==> src/rtl/cmd_src_arbiter_if.sv <==
// Bundle of the two requester ports and the cmd_proc port shared by cmd_src_arbiter.
// The master side is the arbiter; the slave side is its surroundings.
interface cmd_src_arbiter_if;
    logic [15:0] uart_cmd;
    logic        uart_rdy;
    logic        uart_clr;
    logic        uart_resp;
    logic [15:0] tour_cmd;
    logic        tour_rdy;
    logic        tour_clr;
    logic        tour_resp;
    logic [15:0] cmd;
    logic        cmd_rdy;
    logic        clr_cmd_rdy;
    logic        send_resp;
    logic        owner;
    logic        busy;
    logic        tmo_err;

    modport master (
        input  uart_cmd, uart_rdy, tour_cmd, tour_rdy, clr_cmd_rdy, send_resp,
        output uart_clr, uart_resp, tour_clr, tour_resp, cmd, cmd_rdy, owner, busy, tmo_err
    );

    modport slave (
        output uart_cmd, uart_rdy, tour_cmd, tour_rdy, clr_cmd_rdy, send_resp,
        input  uart_clr, uart_resp, tour_clr, tour_resp, cmd, cmd_rdy, owner, busy, tmo_err
    );
endinterface

==> src/rtl/cmd_src_arbiter.sv <==
// Shares the cmd_proc command port between UART_wrapper and TourCmd, holding each grant
// until send_resp, with a watchdog abort and a UART burst limit.
module cmd_src_arbiter #(
    parameter int TMO_CYC    = 50_000_000,
    parameter int UART_BURST = 3
) (
    input logic               clk,
    input logic               rst_n,
    cmd_src_arbiter_if.master bus
);

    localparam int WDOG_W  = (TMO_CYC > 2) ? $clog2(TMO_CYC) : 1;
    localparam int BURST_W = (UART_BURST > 0) ? $clog2(UART_BURST + 1) : 1;
    localparam logic [WDOG_W-1:0]  WDOG_LAST = WDOG_W'(TMO_CYC - 1);
    localparam logic [BURST_W-1:0] BURST_MAX = BURST_W'(UART_BURST);

    typedef enum logic [1:0] {IDLE, ISSUE, BUSY} state_t;

    state_t             state, state_nx;
    logic [15:0]        cmd_q, cmd_nx;
    logic               cmd_rdy_q, cmd_rdy_nx;
    logic               owner_q, owner_nx;
    logic               busy_q, busy_nx;
    logic               uart_clr_q, uart_clr_nx;
    logic               uart_resp_q, uart_resp_nx;
    logic               tour_clr_q, tour_clr_nx;
    logic               tour_resp_q, tour_resp_nx;
    logic               tmo_q, tmo_nx;
    logic [BURST_W-1:0] burst_q, burst_nx;
    logic [WDOG_W-1:0]  wdog_q, wdog_nx;
    logic               take_uart, take_tour, wdog_done;

    // Tour wins a tie only once UART has used up its burst allowance.
    assign take_uart = bus.uart_rdy && (!bus.tour_rdy || burst_q != BURST_MAX);
    assign take_tour = bus.tour_rdy && !take_uart;
    assign wdog_done = (wdog_q == WDOG_LAST);

    always_comb begin
        state_nx     = state;
        cmd_nx       = cmd_q;
        cmd_rdy_nx   = cmd_rdy_q;
        owner_nx     = owner_q;
        busy_nx      = busy_q;
        burst_nx     = burst_q;
        wdog_nx      = wdog_q;
        uart_clr_nx  = 1'b0;
        uart_resp_nx = 1'b0;
        tour_clr_nx  = 1'b0;
        tour_resp_nx = 1'b0;
        tmo_nx       = 1'b0;

        case (state)
            IDLE: begin
                if (take_uart) begin
                    cmd_nx     = bus.uart_cmd;
                    cmd_rdy_nx = 1'b1;
                    owner_nx   = 1'b0;
                    busy_nx    = 1'b1;
                    wdog_nx    = '0;
                    state_nx   = ISSUE;
                    if (!bus.tour_rdy)
                        burst_nx = '0;
                    else if (burst_q != BURST_MAX)
                        burst_nx = burst_q + BURST_W'(1);
                end else if (take_tour) begin
                    cmd_nx     = bus.tour_cmd;
                    cmd_rdy_nx = 1'b1;
                    owner_nx   = 1'b1;
                    busy_nx    = 1'b1;
                    wdog_nx    = '0;
                    burst_nx   = '0;
                    state_nx   = ISSUE;
                end
            end

            ISSUE: begin
                if (bus.clr_cmd_rdy && bus.send_resp) begin
                    uart_clr_nx  = !owner_q;
                    tour_clr_nx  = owner_q;
                    uart_resp_nx = !owner_q;
                    tour_resp_nx = owner_q;
                    cmd_rdy_nx   = 1'b0;
                    busy_nx      = 1'b0;
                    state_nx     = IDLE;
                end else if (wdog_done) begin
                    tmo_nx     = 1'b1;
                    cmd_rdy_nx = 1'b0;
                    busy_nx    = 1'b0;
                    state_nx   = IDLE;
                end else begin
                    wdog_nx = wdog_q + WDOG_W'(1);
                    if (bus.clr_cmd_rdy) begin
                        uart_clr_nx = !owner_q;
                        tour_clr_nx = owner_q;
                        cmd_rdy_nx  = 1'b0;
                        state_nx    = BUSY;
                    end
                end
            end

            BUSY: begin
                if (bus.send_resp) begin
                    uart_resp_nx = !owner_q;
                    tour_resp_nx = owner_q;
                    busy_nx      = 1'b0;
                    state_nx     = IDLE;
                end else if (wdog_done) begin
                    tmo_nx     = 1'b1;
                    cmd_rdy_nx = 1'b0;
                    busy_nx    = 1'b0;
                    state_nx   = IDLE;
                end else begin
                    wdog_nx = wdog_q + WDOG_W'(1);
                end
            end

            default: state_nx = IDLE;
        endcase
    end

    always_ff @(posedge clk) begin
        if (!rst_n) begin
            state       <= IDLE;
            cmd_q       <= 16'h0000;
            cmd_rdy_q   <= 1'b0;
            owner_q     <= 1'b0;
            busy_q      <= 1'b0;
            burst_q     <= '0;
            wdog_q      <= '0;
            uart_clr_q  <= 1'b0;
            uart_resp_q <= 1'b0;
            tour_clr_q  <= 1'b0;
            tour_resp_q <= 1'b0;
            tmo_q       <= 1'b0;
        end else begin
            state       <= state_nx;
            cmd_q       <= cmd_nx;
            cmd_rdy_q   <= cmd_rdy_nx;
            owner_q     <= owner_nx;
            busy_q      <= busy_nx;
            burst_q     <= burst_nx;
            wdog_q      <= wdog_nx;
            uart_clr_q  <= uart_clr_nx;
            uart_resp_q <= uart_resp_nx;
            tour_clr_q  <= tour_clr_nx;
            tour_resp_q <= tour_resp_nx;
            tmo_q       <= tmo_nx;
        end
    end

    assign bus.cmd       = cmd_q;
    assign bus.cmd_rdy   = cmd_rdy_q;
    assign bus.owner     = owner_q;
    assign bus.busy      = busy_q;
    assign bus.uart_clr  = uart_clr_q;
    assign bus.uart_resp = uart_resp_q;
    assign bus.tour_clr  = tour_clr_q;
    assign bus.tour_resp = tour_resp_q;
    assign bus.tmo_err   = tmo_q;

endmodule

==> src/flat_wrapper.sv <==
// flat-port wrapper written by rule: the top's interface ports become plain ports
module cmd_src_arbiter_flat 
#(
    parameter int TMO_CYC    = 50_000_000,
    parameter int UART_BURST = 3
)
  (clk, rst_n, bus_uart_cmd, bus_uart_rdy, bus_tour_cmd, bus_tour_rdy, bus_clr_cmd_rdy, bus_send_resp, bus_uart_clr, bus_uart_resp, bus_tour_clr, bus_tour_resp, bus_cmd, bus_cmd_rdy, bus_owner, bus_busy, bus_tmo_err);
  cmd_src_arbiter_if bus_i ();
  input logic clk;
  input logic rst_n;
  input wire logic [$bits(bus_i.uart_cmd)-1:0] bus_uart_cmd;
  input wire logic [$bits(bus_i.uart_rdy)-1:0] bus_uart_rdy;
  input wire logic [$bits(bus_i.tour_cmd)-1:0] bus_tour_cmd;
  input wire logic [$bits(bus_i.tour_rdy)-1:0] bus_tour_rdy;
  input wire logic [$bits(bus_i.clr_cmd_rdy)-1:0] bus_clr_cmd_rdy;
  input wire logic [$bits(bus_i.send_resp)-1:0] bus_send_resp;
  output wire logic [$bits(bus_i.uart_clr)-1:0] bus_uart_clr;
  output wire logic [$bits(bus_i.uart_resp)-1:0] bus_uart_resp;
  output wire logic [$bits(bus_i.tour_clr)-1:0] bus_tour_clr;
  output wire logic [$bits(bus_i.tour_resp)-1:0] bus_tour_resp;
  output wire logic [$bits(bus_i.cmd)-1:0] bus_cmd;
  output wire logic [$bits(bus_i.cmd_rdy)-1:0] bus_cmd_rdy;
  output wire logic [$bits(bus_i.owner)-1:0] bus_owner;
  output wire logic [$bits(bus_i.busy)-1:0] bus_busy;
  output wire logic [$bits(bus_i.tmo_err)-1:0] bus_tmo_err;
  assign bus_i.uart_cmd = bus_uart_cmd;
  assign bus_i.uart_rdy = bus_uart_rdy;
  assign bus_i.tour_cmd = bus_tour_cmd;
  assign bus_i.tour_rdy = bus_tour_rdy;
  assign bus_i.clr_cmd_rdy = bus_clr_cmd_rdy;
  assign bus_i.send_resp = bus_send_resp;
  assign bus_uart_clr = bus_i.uart_clr;
  assign bus_uart_resp = bus_i.uart_resp;
  assign bus_tour_clr = bus_i.tour_clr;
  assign bus_tour_resp = bus_i.tour_resp;
  assign bus_cmd = bus_i.cmd;
  assign bus_cmd_rdy = bus_i.cmd_rdy;
  assign bus_owner = bus_i.owner;
  assign bus_busy = bus_i.busy;
  assign bus_tmo_err = bus_i.tmo_err;
  cmd_src_arbiter #(.TMO_CYC(TMO_CYC), .UART_BURST(UART_BURST)) u_core (.clk(clk), .rst_n(rst_n), .bus(bus_i));
endmodule
==> config.mk <==
export PLATFORM = sky130hd
export DESIGN_NAME = cmd_src_arbiter_flat
export DESIGN_NICKNAME = d
export VERILOG_FILES = /design/src/rtl/cmd_src_arbiter_if.sv /design/src/rtl/cmd_src_arbiter.sv /design/src/flat_wrapper.sv
export SDC_FILE = /design/constraint.sdc
export NUM_CORES = 1
export LEC_CHECK = 0
export BUFFER_PORTS_ARGS = -buffer_cell sky130_fd_sc_hd__buf_2
export CORE_ASPECT_RATIO = 0.7
export CORE_MARGIN = 4
export CORE_UTILIZATION = 55
export CTS_CLUSTER_DIAMETER = 120
export DETAILED_ROUTE_END_ITERATION = 16
export PLACE_DENSITY = 0.85
export SYNTH_ARGS = -nofsm -noshare
export SYNTH_HDL_FRONTEND = slang
export SYNTH_SLANG_ARGS = --single-unit
==> constraint.sdc <==
create_clock -name clk -period 3 [get_ports clk]
set_input_delay 0.45 -clock clk [delete_from_list [all_inputs] [get_ports clk]]
set_output_delay 0.45 -clock clk [all_outputs]
set_load 0.01 [all_outputs]
; After elaboration in Yosys (flattened, before gate mapping)
; Cells that the tools add are included.
[op_classes]
n_addsub = 2
n_mul = 0
n_div = 0
order_cmp = 0
eq_ne = 11
shift = 0
n_mux = 49
n_bitwise = 0
n_reduce_logical = 17
[ops]
columns = cell, count
row1 = $mux 26, 5
row2 = $pmux 26 s3, 1
row3 = $mux 16, 2
row4 = $add 26x1->26 const B, 1
row5 = $eq 26x26->1 const B, 1
row6 = $mux 1, 24
row7 = $mux 2, 11
row8 = $ne 2x2->1 const B, 3
row9 = $pmux 1 s2, 3
row10 = $pmux 1 s3, 2
row11 = $pmux 2 s3, 1
row12 = $reduce_and 2->1, 3
row13 = $reduce_and 3->1, 2
row14 = $reduce_and 5->1, 1
row15 = $ne 4x2->1 const B, 1
row16 = $reduce_and 4->1, 1
row17 = $logic_and 1x1->1, 3
row18 = $logic_not 1->1, 3
row19 = $ne 3x1->1 const B, 1
row20 = $ne 3x2->1 const B, 1
row21 = $ne 3x3->1 const B, 1
row22 = $reduce_bool 3->1, 1
row23 = $add 2x1->2 const B, 1
row24 = $eq 2x1->1 const B, 1
row25 = other kinds (5), 5
[totals]
reg_bits = 54
latchBits = 0
ramBits = 0
rom_bits = 0
in_bits = 38
out_inout_bits = 24
wordCells = 91
n_memories = 0

; Logic depth before layout (Yosys ltp)
[logic_depth]
word_depth = 8
mapped_depth = 9
ltp_nobuf = 7

; Worst setup path before layout
; Ideal clock, no wire load.
[synth_timing]
path_type = flip-flop to flip-flop
startpoint = register u_core.state[0]
endpoint = register u_core.wdog_q[18]
setup_time_ns = 0.087
arrival_time_ns = 1.863
required_time_ns = 2.913
path_slack_ns = 1.050
stages_incl_launch_ff = 9
n_path_buf = 1
synth_period_minus_slack_ns = 1.950
cell_sequence = dfxtp_1 -> inv_1 -> ha_1 -> or3b_2 -> o211ai_1 -> a211oi_1 -> buf_2 -> nand2_1 -> o31ai_1
[synth_between]
elab_chain_cells = 3
elab_cells_between_ends = 9
cone_classes = 5 x eq/ne / 1 x mux / 3 x reduce/logical
[synth_lines]
columns = item, line_no
row1 = "start, declared", cmd_src_arbiter.sv:19  ; state_t state, state_nx;
row2 = "start signal, assigned", cmd_src_arbiter.sv:136  ; state <= state_nx;
row3 = "$eq 2x1->1, or another cell as far along", cmd_src_arbiter.sv:52  ; case (state)
row4 = "$ne 2x2->1 (no line), or another cell as far along", --
row5 = $reduce_and 4->1 (no line), --
row6 = "end signal, assigned", cmd_src_arbiter.sv:142  ; wdog_q <= wdog_nx;
row7 = "end, declared", cmd_src_arbiter.sv:30  ; logic [WDOG_W-1:0] wdog_q, wdog_nx;
; Several ways; a longest one is shown, not always the timed one.
; A chain may end at the register's enable or synchronous reset.

; Worst setup path after layout
[layout_timing]
startpoint = register u_core.state[0]
endpoint = register u_core.wdog_q[0]
; The elaborated chain is that of the path after synthesis.

==> flow_metrics.env <==
export IMPL_seq_area_frac_synth_pct=37.8
export IMPL_htreeDepth=2
export IMPL_drtIter0Drc=238
export IMPL_place_ws_ns=0.582
export IMPL_critPathMaxFanout=11
export IMPL_dr_pass1_iters=5
export IMPL_critPathArrivalTime_ns=2.81
export IMPL_area_delta_synth_final_pct=15.4
export IMPL_slew_violations=0
export IMPL_row_count=21
export IMPL_fin_ws_ns=0.411
export IMPL_detail_route_wl_per_cell_um=15.9
export IMPL_synth_xor_area_share_pct=0
export IMPL_final_hold_viol_count=0
export IMPL_netlist_area_leader_share_pct=37.8
export IMPL_core_um2=4910
export IMPL_synth_compound_area_share_pct=23.8
export IMPL_via_per_inst=6.19
export IMPL_fin_skew_ns=0.0118
export IMPL_netlist_instances=336
export IMPL_initial_core_util_pct=58.2
export IMPL_cts_sinks=54
export IMPL_synth_top_area_cell="dfxtp_1"
export IMPL_synth_nets=381
export IMPL_tns_ns=0
export IMPL_portBuffers=61
export IMPL_max_slew_margin_pct=32.8
export IMPL_die_area_um2=6440
export IMPL_grt_pass1_wl_mm=11.5
export IMPL_worst_pin_slew_ns=0.995
export IMPL_peakVddDrop_uv=400
export IMPL_finalCritPeriodShare_pct=86.3
export IMPL_ctsHoldBuffers=0
export IMPL_layout_common_cells="61 x buf_2, 54 x dfxtp_1, 32 x nor2_1"
export IMPL_synth_simple_area_share_pct=24.1
export IMPL_finalNetCount=434
export IMPL_synthTopCellsByArea="dfxtp_1 38%, mux2i_1 6.3%, a211oi_1 5.2%, nor2_1 4.2%, nand2_1 3.4%"
export IMPL_fillers=415
export IMPL_cts_root_buf="clkbuf_8"
export IMPL_synthMuxAreaShare_pct=6.30
export IMPL_routed_wl_mm=7.29
export IMPL_synth_edf_count=0
export IMPL_grt_start_max_net_pins=33
export IMPL_overflow=0
export IMPL_start_kind="flop"
export IMPL_cts_tree="yes"
export IMPL_synth_top_family_by_area="simple AND/OR/NAND/NOR gates"
export IMPL_synth_distinct_cells=54
export IMPL_place_hpwl_mm=5.50
export IMPL_hold_class="in -> reg"
export IMPL_clk_pin_slew_ns=0.10
export IMPL_clock_path_buffers=2
export IMPL_netlist_area_um2=2860
export IMPL_max_freq_mhz=386
export IMPL_async_flop_share_pct=0
export IMPL_antenna_left=0
export IMPL_setup_worst_path_class="reg -> reg"
export IMPL_synthFlopType="dfxtp_1"
export IMPL_layout_commonest_cell="buf_2"
export IMPL_fin_cells=459
export IMPL_die_h_um=68.4
export IMPL_track_usage_pct=22.6
export IMPL_rsz0062_at_grt="false"
export IMPL_required_ns=3.22
export IMPL_place_inst=451
export IMPL_cts_repair_resized=0
export IMPL_die_w_um=94.2
export IMPL_synth_seq_cells=54
export IMPL_avgSynthCellArea_um2=8.52
export IMPL_drv_cap=0
export IMPL_ios=62
export IMPL_drc=0
export IMPL_drive_gt1_share_pct=20.3
export IMPL_setup_viol=0
export IMPL_cp_end_kind="flop"
export IMPL_diodes=0
export IMPL_place_congestion=0.927
export IMPL_totalPowerFinal_uw=2270
export IMPL_cts_buffers=5
export IMPL_vias=2843
export IMPL_antenna_found_initial=0
export IMPL_grt_pass1_vias=2446
export IMPL_clk_latency_ns=0.31
export IMPL_status="finished clean"
export IMPL_power_density_nw_per_um2=687
export IMPL_synthAdderAreaFrac_pct=3.06
export IMPL_postCtsSetupBuffers=0
export IMPL_fin_crit_ns=2.59
export IMPL_yosysWarnings=0
export IMPL_leakagePower_uw=0.00130
-- final timing paths --
path / from / end / slack (ns) / cells after the start
setup / recovery: u_core.state[0] / u_core.wdog_q[0] / 0.41 / 7
hold reg to reg: u_core.burst_q[0] / u_core.burst_q[0] / 0.49 / 2
setup reg to reg: u_core.state[0] / u_core.wdog_q[0] / 0.41 / 7
hold / removal: bus_clr_cmd_rdy / u_core.bus.tour_clr / 0.45 / 3
-- cells by family after synthesis --
family,count (synthesis)
adders and majority gates,7
AOI/OAI and AO/OA,99
and+or+nand+nor,127
muxes,18
buffers and inverters,31
DFF,54
-- cell usage after synthesis, types with 4 or more instances --
library cell  instances
a21boi_0              7
inv_1                11
nand4_1               8
o31ai_1               6
nor4_1                6
ha_1                  7
nand2b_1              5
nor3_1                8
a21oi_1              13
mux2i_1              18
o21ai_0              19
or3_1                 5
buf_2                 7
nand2_1              26
o21a_1                7
nand3_1              13
dfxtp_1              54
clkbuf_1              7
a211oi_1             20
nor2_1               32
and4_1                4
a41oi_1               4
a31oi_1               6
-- cell type report --
class,instances,area [um2],area share (%)
multi-input cells,251,1640,49.8
well taps,69,86.3,2.61
flip-flops and latches,54,1080,32.7
clock buffers,6,72.6,2.20
repair buffers,65,335,10.2
clock inverters,2,37.5,1.14
inverters,12,45.0,1.36
-- layer usage --
layer	wire (um)	GRT usage, %
met1	3260	31.8
met5	0	0
met4	87	5.95
met3	728	5.38
met2	3220	34.9
-- sequential cells by signal (all words and copies together), names as in the netlist --
register              flops
u_core.bus.tmo_err        1
u_core.bus.owner          1
u_core.burst_q            2
u_core.state              2
u_core.bus.cmd           16
u_core.bus.uart_resp      1
u_core.wdog_q            26
u_core.bus.tour_clr       1
u_core.bus.uart_clr       1
u_core.bus.tour_resp      1
u_core.bus.cmd_rdy        1
u_core.bus.busy           1
-- stage by stage --
step	area (um2)	utilization (%)	hold slack [ns]
3_3_place_gp	3190	65.0	0.447
2_1_floorplan	2860	-	0.444
6_report	3300	67.2	0.455
5_1_grt	3300	67.2	0.459
3_5_place_dp	3190	65.0	0.473
4_1_cts	3300	67.2	0.453
-- critical path, cell delays in order, from the launching register on --
cell      delay, ns
dfxtp_1        0.39
inv_1          0.10
ha_1           0.26
or3b_2         0.22
o211ai_1       0.15
a41oi_1        0.79
nand2_1        0.31
o31ai_1        0.27
-- report_power, final --
part	total [uW]	switching [uW]	leakage [uW]	internal [uW]
sequential	901	68.4	0.000441	833
combinational	883	562	0.000809	321
clock	484	235	0.0000514	249
total	2270	866	0.00130	1400
Power figures use the tool's default switching activity.
